## src/rtl/agc_central_regs.sv

```systemverilog
// AGC central register bank: plain registers, CYR/SR/CYL/EDOP editing
// registers, and a ones'-complement PINC/MINC counter port.
module agc_central_regs #(
  parameter int WIDTH      = 16,
  parameter int NREG       = 8,
  parameter int ADDR_W     = 5,
  parameter int EDIT_BASE  = 16,
  parameter int EDOP_SHIFT = 7
) (
  input  logic              clk,
  input  logic              reset,
  input  logic [ADDR_W-1:0] rd_addr_a,
  output logic [WIDTH-1:0]  rd_data_a,
  input  logic [ADDR_W-1:0] rd_addr_b,
  output logic [WIDTH-1:0]  rd_data_b,
  input  logic              wr_en,
  input  logic [ADDR_W-1:0] wr_addr,
  input  logic [WIDTH-1:0]  wr_data,
  input  logic              ctr_req,
  input  logic [ADDR_W-1:0] ctr_addr,
  input  logic              ctr_dir,
  output logic              ctr_ack,
  output logic              ctr_ovf
);

  typedef enum logic [1:0] {IDLE, RMW, ACK} state_t;

  localparam int DW = WIDTH - 1;
  localparam logic [ADDR_W-1:0] EB = ADDR_W'(EDIT_BASE);

  logic [WIDTH-1:0]  plain_q [NREG];
  logic [WIDTH-1:0]  plain_d [NREG];
  logic [WIDTH-1:0]  edit_q  [4];
  logic [WIDTH-1:0]  edit_d  [4];
  state_t            state_q, state_d;
  logic [ADDR_W-1:0] lat_addr_q, lat_addr_d;
  logic              lat_dir_q, lat_dir_d;
  logic              ovf_q, ovf_d;

  logic [DW-1:0]     wd, r_cyr, r_sr, r_cyl, r_edop;
  logic [WIDTH-1:0]  cv;
  logic              cv_hit;
  logic [DW-1:0]     cd, ce;
  logic              co;

  always_comb begin
    rd_data_a = '0;
    rd_data_b = '0;
    for (int i = 0; i < NREG; i++) begin
      if (rd_addr_a == ADDR_W'(i)) rd_data_a = plain_q[i];
      if (rd_addr_b == ADDR_W'(i)) rd_data_b = plain_q[i];
    end
    for (int j = 0; j < 4; j++) begin
      if (rd_addr_a == EB + ADDR_W'(j)) rd_data_a = edit_q[j];
      if (rd_addr_b == EB + ADDR_W'(j)) rd_data_b = edit_q[j];
    end
  end

  assign wd     = wr_data[DW-1:0];
  assign r_cyr  = {wd[0], wd[DW-1:1]};
  assign r_sr   = {wd[DW-1], wd[DW-1:1]};
  assign r_cyl  = {wd[DW-2:0], wd[DW-1]};
  assign r_edop = wd >> EDOP_SHIFT;

  always_comb begin
    cv     = '0;
    cv_hit = 1'b0;
    for (int i = 0; i < NREG; i++) begin
      if (lat_addr_q == ADDR_W'(i)) begin
        cv     = plain_q[i];
        cv_hit = 1'b1;
      end
    end
  end

  // End-around carry; the +max/-max wraps go to the same-sign zero.
  always_comb begin
    cd = cv[DW-1:0];
    ce = cd;
    co = 1'b0;
    if (!lat_dir_q) begin
      if (&cd) begin
        ce = DW'(1);
      end else if (cd == {1'b0, {(DW-1){1'b1}}}) begin
        ce = '0;
        co = 1'b1;
      end else begin
        ce = cd + DW'(1);
      end
    end else begin
      if (cd == '0) begin
        ce = {{(DW-1){1'b1}}, 1'b0};
      end else if (cd == {1'b1, {(DW-1){1'b0}}}) begin
        ce = '1;
        co = 1'b1;
      end else begin
        ce = cd - DW'(1);
      end
    end
  end

  always_comb begin
    plain_d    = plain_q;
    edit_d     = edit_q;
    state_d    = state_q;
    lat_addr_d = lat_addr_q;
    lat_dir_d  = lat_dir_q;
    ovf_d      = ovf_q;
    if (wr_en) begin
      for (int i = 0; i < NREG; i++) begin
        if (wr_addr == ADDR_W'(i)) plain_d[i] = wr_data;
      end
      if (wr_addr == EB)               edit_d[0] = {r_cyr[DW-1], r_cyr};
      if (wr_addr == EB + ADDR_W'(1))  edit_d[1] = {r_sr[DW-1], r_sr};
      if (wr_addr == EB + ADDR_W'(2))  edit_d[2] = {r_cyl[DW-1], r_cyl};
      if (wr_addr == EB + ADDR_W'(3))  edit_d[3] = {r_edop[DW-1], r_edop};
    end
    unique case (state_q)
      IDLE: begin
        if (ctr_req) begin
          lat_addr_d = ctr_addr;
          lat_dir_d  = ctr_dir;
          state_d    = RMW;
        end
      end
      RMW: begin
        // A CPU write to the same register wins; retry next cycle.
        if (!(wr_en && wr_addr == lat_addr_q)) begin
          for (int i = 0; i < NREG; i++) begin
            if (lat_addr_q == ADDR_W'(i)) plain_d[i] = {ce[DW-1], ce};
          end
          ovf_d   = cv_hit & co;
          state_d = ACK;
        end
      end
      ACK:     state_d = IDLE;
      default: state_d = IDLE;
    endcase
  end

  always_ff @(posedge clk or posedge reset) begin
    if (reset) begin
      for (int i = 0; i < NREG; i++) plain_q[i] <= '0;
      for (int j = 0; j < 4; j++) edit_q[j] <= '0;
      state_q    <= IDLE;
      lat_addr_q <= '0;
      lat_dir_q  <= 1'b0;
      ovf_q      <= 1'b0;
    end else begin
      plain_q    <= plain_d;
      edit_q     <= edit_d;
      state_q    <= state_d;
      lat_addr_q <= lat_addr_d;
      lat_dir_q  <= lat_dir_d;
      ovf_q      <= ovf_d;
    end
  end

  assign ctr_ack = (state_q == ACK);
  assign ctr_ovf = (state_q == ACK) & ovf_q;

endmodule

```

## config.mk

```make
export PLATFORM = sky130hd
export DESIGN_NAME = agc_central_regs
export DESIGN_NICKNAME = d
export VERILOG_FILES = /design/src/rtl/agc_central_regs.sv
export SDC_FILE = /design/constraint.sdc
export NUM_CORES = 1
export LEC_CHECK = 0
export CAP_MARGIN = 25
export CORE_MARGIN = 3
export CORE_UTILIZATION = 45
export CTS_CLUSTER_DIAMETER = 60
export DETAILED_ROUTE_END_ITERATION = 12
export HOLD_SLACK_MARGIN = 0.02
export SKIP_CTS_REPAIR_TIMING = 1
export SYNTH_ARGS = -nofsm -noshare
export SYNTH_HDL_FRONTEND = slang
export SYNTH_SLANG_ARGS = --single-unit
```

## constraint.sdc

```tcl
create_clock -name clk -period 11.8 [get_ports clk]
set_input_delay 1.77 -clock clk [delete_from_list [all_inputs] [get_ports clk]]
set_output_delay 1.77 -clock clk [all_outputs]
set_load 0.005 [all_outputs]
```

# After elaboration in Yosys (flattened, before gate mapping)
# Index checks and enable logic that the tools add are counted.
# Widths: inputs -> output; s select.
dict set report word_totals {
  output_inout_bits 34
  input_bits 41
  ff_bits 189
}
dict set report op_classes {
  mux 72
  reduce_logical 15
  n_eq_ne 47
  bitwise 3
  addsub 2
}
# op n
set ops {}
lappend ops {{$mux 16} 40}
lappend ops {{$mux 128} 3}
lappend ops {{$mux 15} 13}
lappend ops {{$eq 5x3->1 const B} 16}
lappend ops {{$eq 5x5->1 const B} 12}
lappend ops {{$eq 5x2->1 const B} 8}
lappend ops {{$eq 5x1->1 const B} 4}
lappend ops {{$logic_not 5->1} 4}
lappend ops {{$add 15x1->15 const B} 1}
lappend ops {{$eq 15x14->1 const B} 1}
lappend ops {{$eq 15x15->1 const B} 1}
lappend ops {{$logic_not 15->1} 1}
lappend ops {{$reduce_and 15->1} 1}
lappend ops {{$sub 15x1->15 const B} 1}
lappend ops {{$reduce_and 2->1} 7}
lappend ops {{$mux 1} 13}
lappend ops {{$eq 5x5->1} 1}
lappend ops {{$mux 2} 2}
lappend ops {{$ne 2x2->1 const B} 2}
lappend ops {{$pmux 2 s2} 1}
lappend ops {{$and 1x1->1} 2}
lappend ops {{$eq 2x1->1 const B} 1}
lappend ops {{$eq 2x2->1 const B} 1}
lappend ops {{$logic_not 2->1} 1}
lappend ops {{other kinds (2)} 2}

# Logic depth before layout (Yosys ltp)
# Gate-level depths: netlist (run 1).
dict set report logic_depth {
  depth_word 16
  mapped_depth 16
  depth_no_buf 12
}

# Worst setup path before layout (run 1)
# OpenSTA, ideal clock, no wires.
dict set report synth_path {
  kind {in2out}
  from {input port rd_addr_a[1]}
  to {output port rd_data_a[1]}
  cell_stages 9
  setup_slack_ns 6.311
  t_arrival_ns 3.719
  path_cell_list {clkbuf_1 -> or2_2 -> clkbuf_1 -> nor4_1 -> clkbuf_1 -> a22oi_1 -> nand2_1 -> a221oi_1 -> a31oi_1}
}
dict set report synth_between {
  elab_chain_len 13
  word_cells_on_any_way 24
}
# item line
set synth_lines {}
lappend synth_lines {{start, declared} 12} ;# input logic [ADDR_W-1:0] rd_addr_a,
lappend synth_lines {{$logic_not 5->1} 50} ;# if (rd_addr_a == ADDR_W'(i)) rd_data_a = plain_q[i];
lappend synth_lines {{$mux 16 (8 in a row)} 50}
lappend synth_lines {{$mux 16 (3 in a row)} 54} ;# if (rd_addr_a == EB + ADDR_W'(j)) rd_data_a = edit_q[j];
lappend synth_lines {{$mux 16 (*)} 54}
lappend synth_lines {{end, declared} 13} ;# output logic [WIDTH-1:0] rd_data_a,
# Mark *: on every way between the ends. The rest lies on a longest branch, timed or not.

# Worst setup path in the final report (run 1)
dict set report layout_path {
  from {input port rd_addr_b[3]}
  to {output port rd_data_b[15]}
}
dict set report layout_between {
  elab_chain_len 13
  word_cells_on_any_way 24
}
# item line
set layout_lines {}
lappend layout_lines {{start, declared} 14} ;# input logic [ADDR_W-1:0] rd_addr_b,
lappend layout_lines {{$logic_not 5->1} 51} ;# if (rd_addr_b == ADDR_W'(i)) rd_data_b = plain_q[i];
lappend layout_lines {{$mux 16 (8 in a row)} 51}
lappend layout_lines {{$mux 16 (3 in a row)} 55} ;# if (rd_addr_b == EB + ADDR_W'(j)) rd_data_b = edit_q[j];
lappend layout_lines {{$mux 16 (*)} 55}
lappend layout_lines {{end, declared} 15} ;# output logic [WIDTH-1:0] rd_data_b,
# Marked as above.

==> summary.md, run 1 <==
| Metric | Value |
|---|---|
| Max clock buf depth | `2` |
| Total CTS buffers | `17` |
| Max_slew headroom | `25.2%` |
| Nets | `1532` |
| CTS sink cnt | `189` |
| Fin. max-slew vios | `0` |
| Layout cells sized above 1 | `16.7%` |
| Initial core utilization | `46.2%` |
| CP Launch Point | `rd_addr_b[3]` |
| Wire per inst | `29.7 um` |
| Worst setup EP type | `primary output` |
| YS warnings | `0` |
| Port-buffer cells | `74` |
| Setup TNS | `0 ps` |
| DP HPWL | `39.7 mm` |
| Max Clock Freq | `0.142 GHz` |
| Worst slack, placed | `4880 ps` |
| P_leak | `6.51 nW` |
| Top cells by count, synth | `209 x nand2_1, 189 x dfrtp_1, 138 x mux2_2` |
| Yosys reg bits | `189` |
| Routed length on met2 | `25.0 mm` |
| Synth Cell Area | `13400 um2` |
| Critical R2R Capture | `plain_q[96]` |
| CTS tree | `yes` |
| HP Start | `edit_q[25]` |
| PwrDens | `227 nW/um2` |
| Total grt overflow | `0` |
| DRT Wirelength | `56.1 mm` |
| Crit path DAT | `5290 ps` |
| Sw frac | `46.2%` |
| Rows | `62` |
| DR top layer | `met5` |
| Vias | `12984` |
| Hold path depth | `1` |
| Placed Cells | `1850` |
| Vias in the first global route | `12132` |
| Worst vdd ir | `133 uV` |
| Top-count cell post-synth | `nand2_1` |
| CTS Root Cell | `clkbuf_16` |
| R2R setup slack | `6650 ps` |
| Reg power frac | `39.0%` |
| Final hold violations | `0` |
| Comb pwr share | `43.2%` |
| EDFF count, synth | `0` |
| Worst-path clk slew | `70 ps` |
| Placer Congestion | `0.984` |
| Core Util, Final | `51.9%` |
| Synth unique cells | `94` |
| Core Area | `29000 um2` |
| DIE AREA | `31900 um2` |
| CP Launch Type | `primary input` |
| Worst reg2reg path startpoint | `lat_addr_q[1]` |
| Status | `finished clean` |
| Aggregate global-route resource usage | `35.0%` |
| Register area share after synthesis | `35.3%` |
| Largest cells by area after synthesis | `dfrtp_1 35%, mux2_2 12%, mux2i_1 7.8%` |
| Cell area after placement | `14400 um2` |
| Int Pwr | `1.84 mW` |
| Post-synth top area cell | `dfrtp_1` |
| # diodes | `0` |
| Setup ws final | `4740 ps` |
| Reg2Reg Depth | `13` |
| Synth top area share | `35.3%` |
| DR WL met3 | `5.17 mm` |
| Slew at the pin closest to its max-slew limit | `1120 ps` |
| Ports | `75` |
| Syn nets | `1524` |
| Post-Syn Instances | `1480` |
| CP required | `10030 ps` |
| Non-Filler Instances | `1885` |
| First-pass GRT wire length | `81.8 mm` |
| H-Tree Depth | `4` |
| Final ANT Viol Nets | `0` |
| Synth-to-layout area growth | `12.3%` |
| Die Ht | `179 um` |
| WHS | `511 ps` |
| Largest net degree at the start of global routing | `126` |
| Fin crit share | `59.9%` |
| DRT met1 WL | `22.8 mm` |
| DRC Markers | `0` |
| Cell area after layout | `15100 um2` |
| Die width | `179 um` |
| Clk pwr share | `17.8%` |
| Crit path kind | `primary input to primary output` |
| CP max FO | `12` |
| Top FF cell, synth | `dfrtp_1` |
| Drt first pass iters | `6` |
| Later-pin clock latency in the skew report | `450 ps` |
| Maxcap violations | `0` |
| Final setup fails | `0` |
| Antenna violations before repair | `2` |
| Clock Skew | `6.88 ps` |
| Via-per-instance ratio | `6.89` |
| Ys async rst share | `100%` |
| Initial DRC count | `1841` |
| Min Tclk post-route | `7060 ps` |
| NetSw | `1.57 mW` |
| RSZ-0062 raised after global routing | `no` |
| Syn avg cell area | `9.06 um2` |
| Total power | `3.41 mW` |
| Min-Delay Path Class | `flip-flop to flip-flop` |
| Worst min-delay path endpoint | `edit_q[25]` |
[kinds of logic (layout without fill, tap and decap cells)]
kind of cell | count (synthesis) | in the layout | synth area share [%]
muxes | 258 | 258 | 21.7
and+or+nand+nor | 426 | 426 | 15.1
buffers and inverters | 138 | 159 | 4.36
DFF | 189 | 189 | 35.3
adders and majority gates | 3 | 3 | 0.280
AOI/OAI and AO/OA | 445 | 445 | 21.9
xor gates and xnor gates | 21 | 21 | 1.43
[how the worst max path moves through the flow]
stage                          endpoint  cells past startpoint
after floorplan               edit_q[0]                      1
after global placement    rd_data_b[15]                     10
after detailed placement  rd_data_b[15]                     10
after CTS                 rd_data_b[15]                     10
after global routing      rd_data_b[15]                     10
final                     rd_data_b[15]                     10
[power groups by stage]
stage | Sequential, mW | Combinational (mW) | Clock (mW)
final | 1.33 | 1.47 | 0.605
after CTS | 1.30 | 1.44 | 0.610
after global placement | 1.32 | 1.42 | 0
after global routing | 1.33 | 1.60 | 0.636
after floorplan | 1.07 | 1.10 | 0
after detailed placement | 1.31 | 1.44 | 0
[metal layers]
| layer | vias to the layer above | GRT usage [%] |
|---|---|---|
| met1 | 6469 | 47.8 |
| met4 | 2 | 16.9 |
| li1 | 5535 | - |
| met5 | - | 0 |
| met3 | 158 | 6.64 |
| met2 | 820 | 53.3 |
[sequential cells by signal, summed over array words and instances, names as in the netlist]
name        count
edit_q         52
lat_addr_q      5
lat_dir_q       1
ovf_q           1
plain_q       128
state_q         2
[cells in the final DEF (no fill, tap or decap), types with 40 or more instances in the layout]
| master | count |
|---|---|
| o21ai_0 | 110 |
| a22oi_1 | 40 |
| a21oi_1 | 57 |
| clkdlybuf4s50_1 | 72 |
| nand2_1 | 209 |
| mux2_2 | 138 |
| mux2i_1 | 104 |
| o21ai_1 | 58 |
| dfrtp_1 | 187 |
| nor2_1 | 72 |
[worst max-delay path, stage by stage]
cell and delay [ps]:
clkdlybuf4s50_1 470, or3_1 530, nor2_1 850, a221oi_1 220
a31oi_1 260, a211o_1 150, nand2_1 60, a21o_1 190
a31oi_1 230, clkdlybuf4s50_1 550
[cell type report]
cell class	count	area, um2
multi-input cells	1153	8120
clock inverters	14	158
clock buffers	18	439
well taps	384	480
repair buffers	106	1040
inverters	21	86.3
fillers	2754	14000
flip-flops and latches	189	4730
No activity file was read; power rests on OpenSTA's default activity.
==> run 2: changes to the inputs <==
==> constraint.sdc (replaced) <==
create_clock -name clk -period 6.9 [get_ports clk]
set_input_delay 1.035 -clock clk [delete_from_list [all_inputs] [get_ports clk]]
set_output_delay 1.035 -clock clk [all_outputs]
set_load 0.005 [all_outputs]
==> summary.md, run 2 (synthesis results as in run 1) <==
| Metric | Value |
|---|---|
| PwrDens | `388 nW/um2` |
| P_leak | `6.52 nW` |
| Initial DRC count | `1793` |
| Most frequent cells in the layout | `209 x nand2_1, 187 x dfrtp_1, 138 x mux2_2` |
| Status | `finished clean` |
| CTS sink cnt | `189` |
| Non-Filler Instances | `1887` |
| Later-pin clock latency in the skew report | `460 ps` |
| Nets | `1534` |
| Cell area after layout | `15100 um2` |
| Placer Congestion | `0.965` |
| DP HPWL | `40.4 mm` |
| Comb pwr share | `42.4%` |
| Vias in the first global route | `12153` |
| NetSw | `2.74 mW` |
| Largest net degree at the start of global routing | `78` |
| Clock Skew | `12.4 ps` |
| Final ANT Viol Nets | `0` |
| CTS tree | `yes` |
| Slew at the pin closest to its max-slew limit | `1180 ps` |
| Worst vdd ir | `250 uV` |
| Worst setup EP type | `primary output` |
| Fin. max-slew vios | `0` |
| Drt first pass iters | `8` |
| Initial core utilization | `46.2%` |
| Layout cells sized above 1 | `16.8%` |
| Int Pwr | `3.10 mW` |
| # diodes | `0` |
| Final setup fails | `0` |
| Max clock buf depth | `2` |
| Rows | `62` |
| Crit path DAT | `4710 ps` |
| Reg power frac | `39.8%` |
| DRC Markers | `0` |
| Most common cell after layout, fill and taps aside | `nand2_1` |
| Maxcap violations | `0` |
| Via-per-instance ratio | `6.89` |
| Vias | `13008` |
| Wire per inst | `30.1 um` |
| Total grt overflow | `0` |
| Largest regs | `plain_q x128, edit_q x52, lat_addr_q x5` |
| Largest register FFs | `128` |
| Synth-to-layout area growth | `12.3%` |
| Max Clock Freq | `0.174 GHz` |
| CTS Root Cell | `clkbuf_16` |
| Crit path kind | `primary input to primary output` |
| Sw frac | `46.9%` |
| Total power | `5.85 mW` |
| RSZ-0062 raised after global routing | `no` |
| Ports | `75` |
| Min-Delay Path Class | `flip-flop to flip-flop` |
| Final hold violations | `0` |
| H-Tree Depth | `4` |
| Total CTS buffers | `17` |
| Placed Cells | `1852` |
| Antenna violations before repair | `0` |
| Setup TNS | `0 ps` |
| CP required | `5860 ps` |
| CP max FO | `17` |
| Layout fillers | `2719` |
| Fin crit share | `83.3%` |
| CP Launch Type | `primary input` |
| Die Ht | `179 um` |
| Die width | `179 um` |
| DIE AREA | `31900 um2` |
| Max_slew headroom | `20.5%` |
| Clk pwr share | `17.8%` |
| DRT Wirelength | `56.9 mm` |
| Port-buffer cells | `74` |
| Cell area after placement | `14400 um2` |
| Largest Register | `plain_q` |
| Worst-path clk slew | `80 ps` |
| Core Area | `29000 um2` |
| First-pass GRT wire length | `83.1 mm` |
| Min Tclk post-route | `5750 ps` |
| Aggregate global-route resource usage | `35.5%` |
==> run 2: changes by cell type in the layout (fill, tap and decap cells not counted), sizes merged <==
| cell | before | now |
|---|---|---|
| buf | 34 | 36 |
| bufinv | 2 | 1 |
| inv | 24 | 26 |
| clkbuf | 18 | 17 |
==> run 2: cell type report <==
| class | count | area (um2) | share of cell area, % |
|---|---|---|---|
| Multi-Input combinational cell | 1153 | 8120 | 53.9 |
| Tap cell | 384 | 480 | 3.19 |
| Timing Repair Buffer | 108 | 1070 | 7.08 |
| Inverter | 21 | 86.3 | 0.573 |
| Clock buffer | 17 | 425 | 2.82 |
| Sequential cell | 189 | 4730 | 31.4 |
| Clock inverter | 15 | 153 | 1.01 |
==> run 2: stage by stage <==
stage	utilization (%)	worst slack, ps	hold slack [ps]
6_report	51.9	1150	517
5_1_grt	51.9	922	532
4_1_cts	51.7	1280	517
3_5_place_dp	49.7	1300	499
3_3_place_gp	49.5	1380	490
2_1_floorplan	-	723	472
==> run 2: final timing paths <==
kind | from | end | slack [ps] | cells after the start
min | edit_q[25] | edit_q[25] | 520 | 1
max | rd_addr_b[1] | rd_data_b[12] | 1150 | 10
min reg2reg | edit_q[25] | edit_q[25] | 520 | 1
min in group asynchronous | reset | plain_q[73] | 970 | 2
max reg2reg | lat_addr_q[2] | plain_q[99] | 1950 | 12
max in group asynchronous | reset | edit_q[32] | 4650 | 3
==> run 2: metal layers <==
metal	vias up	global-route usage [%]	part of all wire (%)	wire [um]
li1	5539	-	-	-
met1	6457	48.6	41	23500
met2	848	55.1	45	25400
met3	164	6.53	9.1	5190
met4	0	14.6	5.0	2820
met5	-	0	0	0
==> run 2: critical path: stages <==
cell and delay [ps]:
clkdlybuf4s50_1 980, nand2_1 530, nor2_1 690, a221oi_1 110
a31oi_1 250, a211o_1 160, nand2_1 60, a21o_1 170
a31oi_1 170, clkdlybuf4s50_1 540
==> run 2: power by group through the flow <==
stage	Clock [mW]	Combinational, mW	Sequential, mW
floorplan	0	1.88	1.84
global placement	0	2.39	2.30
detailed placement	0	2.43	2.29
CTS	1.03	2.44	2.27
global route	1.08	2.69	2.32
finish	1.04	2.48	2.33
==> run 3: changes to the inputs <==
--- a/config.mk
+++ b/config.mk
@@ -11,6 +11,7 @@
 export CTS_CLUSTER_DIAMETER = 60
 export DETAILED_ROUTE_END_ITERATION = 12
 export HOLD_SLACK_MARGIN = 0.02
+export PLACE_DENSITY = 0.65
 export SKIP_CTS_REPAIR_TIMING = 1
 export SYNTH_ARGS = -nofsm -noshare
 export SYNTH_HDL_FRONTEND = slang
==> constraint.sdc (replaced) <==
create_clock -name clk -period 5.05 [get_ports clk]
set_input_delay 0.7575 -clock clk [delete_from_list [all_inputs] [get_ports clk]]
set_output_delay 0.7575 -clock clk [all_outputs]
set_load 0.005 [all_outputs]
==> summary.md, run 3 (synthesis results as in run 1) <==
| Metric | Value |
|---|---|
| RSZ-0062 raised after global routing | `no` |
| Vias | `12983` |
| Clock Skew | `12.6 ps` |
| CP Launch Type | `primary input` |
| Critical R2R Capture | `plain_q[48]` |
| CTS Root Cell | `clkbuf_16` |
| Worst slack, placed | `564 ps` |
| Most frequent cells in the layout | `209 x nand2_1, 187 x dfrtp_1, 138 x mux2_2` |
| Wire per inst | `28.9 um` |
| DIE AREA | `31900 um2` |
| H-Tree Depth | `4` |
| Worst setup EP type | `primary output` |
| Worst vdd ir | `343 uV` |
| Largest regs | `plain_q x128, edit_q x52, lat_addr_q x5` |
| CP Launch Point | `rd_addr_a[4]` |
| Rows | `62` |
| P_leak | `6.65 nW` |
| # diodes | `0` |
| First-pass GRT wire length | `80.8 mm` |
| Max clock buf depth | `2` |
| Largest register FFs | `128` |
| HP Start | `edit_q[25]` |
| Port-buffer cells | `74` |
| R2R setup slack | `730 ps` |
| Placed Cells | `1880` |
| Crit path DAT | `3750 ps` |
| Worst-path clk slew | `80 ps` |
| Placer Congestion | `0.993` |
| WHS | `526 ps` |
| Synth-to-layout area growth | `14.0%` |
| Antenna violations before repair | `0` |
| Setup TNS | `0 ps` |
| Ports | `75` |
| Status | `finished clean` |
| Vias in the first global route | `12168` |
| Worst reg2reg path startpoint | `lat_addr_q[0]` |
| Initial DRC count | `1857` |
| Final hold violations | `0` |
| DRT Wirelength | `55.4 mm` |
| Nets | `1563` |
| Min-Delay Path Class | `flip-flop to flip-flop` |
| Worst min-delay path endpoint | `edit_q[25]` |
| Fin crit share | `89.3%` |
| Min Tclk post-route | `4510 ps` |
| Aggregate global-route resource usage | `34.7%` |
| Via-per-instance ratio | `6.78` |
| Fin. max-slew vios | `0` |
| Core Area | `29000 um2` |
| Drt first pass iters | `6` |
| Maxcap violations | `0` |
| Slew at the pin closest to its max-slew limit | `1030 ps` |
| Setup ws final | `539 ps` |
| Hold path depth | `1` |
| Largest Register | `plain_q` |
| Largest net degree at the start of global routing | `172` |
| Reg2Reg Depth | `10` |
| Non-Filler Instances | `1916` |
| DRC Markers | `0` |
| Layout cells sized above 1 | `18.2%` |
| Final ANT Viol Nets | `0` |
| CP max FO | `16` |
| Crit path kind | `primary input to primary output` |
| CTS sink cnt | `189` |
| Total CTS buffers | `17` |
| CP required | `4290 ps` |
| Die width | `179 um` |
| Most common cell after layout, fill and taps aside | `nand2_1` |
| DP HPWL | `39.7 mm` |
| Total grt overflow | `0` |
| CTS tree | `yes` |
| Initial core utilization | `46.2%` |
| PwrDens | `521 nW/um2` |
| Die Ht | `179 um` |
| Final setup fails | `0` |
| Later-pin clock latency in the skew report | `450 ps` |
| Max_slew headroom | `30.9%` |
| Max Clock Freq | `0.222 GHz` |
-- run 3: cell type report --
cell class	count	area, um2
clock inverters	14	156
repair buffers	137	1290
well taps	384	480
fillers	2698	13700
flip-flops and latches	189	4730
multi-input cells	1153	8110
clock buffers	18	429
inverters	21	82.6
-- run 3: per-stage QoR --
stage,area (um2),power (mW),utilization [%]
floorplan,13400,5.07,-
global placement,14600,6.41,50.3
detailed placement,14600,6.44,50.4
CTS,15200,7.84,52.4
global route,15300,8.34,52.7
finish,15300,7.96,52.7
-- run 3: worst max path at each step --
stage	cells past startpoint	endpoint
after detailed placement	10	rd_data_b[12]
final	10	rd_data_a[5]
after CTS	10	rd_data_b[12]
after global placement	10	rd_data_b[15]
after floorplan	9	rd_data_a[1]
after global routing	11	rd_data_a[8]
-- run 3: critical path, cell delays in order --
cell and delay (ps):
clkdlybuf4s50_1 490, nor2_1 360, and3_1 710, a22oi_1 190, nand4_1 120, o21ai_0 90, a21oi_1 270, o22ai_1 130
o21ai_0 90, clkdlybuf4s50_1 530
-- run 3: metal layers --
metal	vias up	share of wire [%]	global-route usage [%]
met2	798	45	53.4
met4	0	5.2	16.3
met5	-	0	0
met3	148	9.0	6.88
met1	6427	40	46.9
li1	5610	-	-
-- run 3: power by group --
part	internal [mW]	switching [mW]
registers	2.09	1.05
clock network	0.704	0.690
logic	1.49	1.93
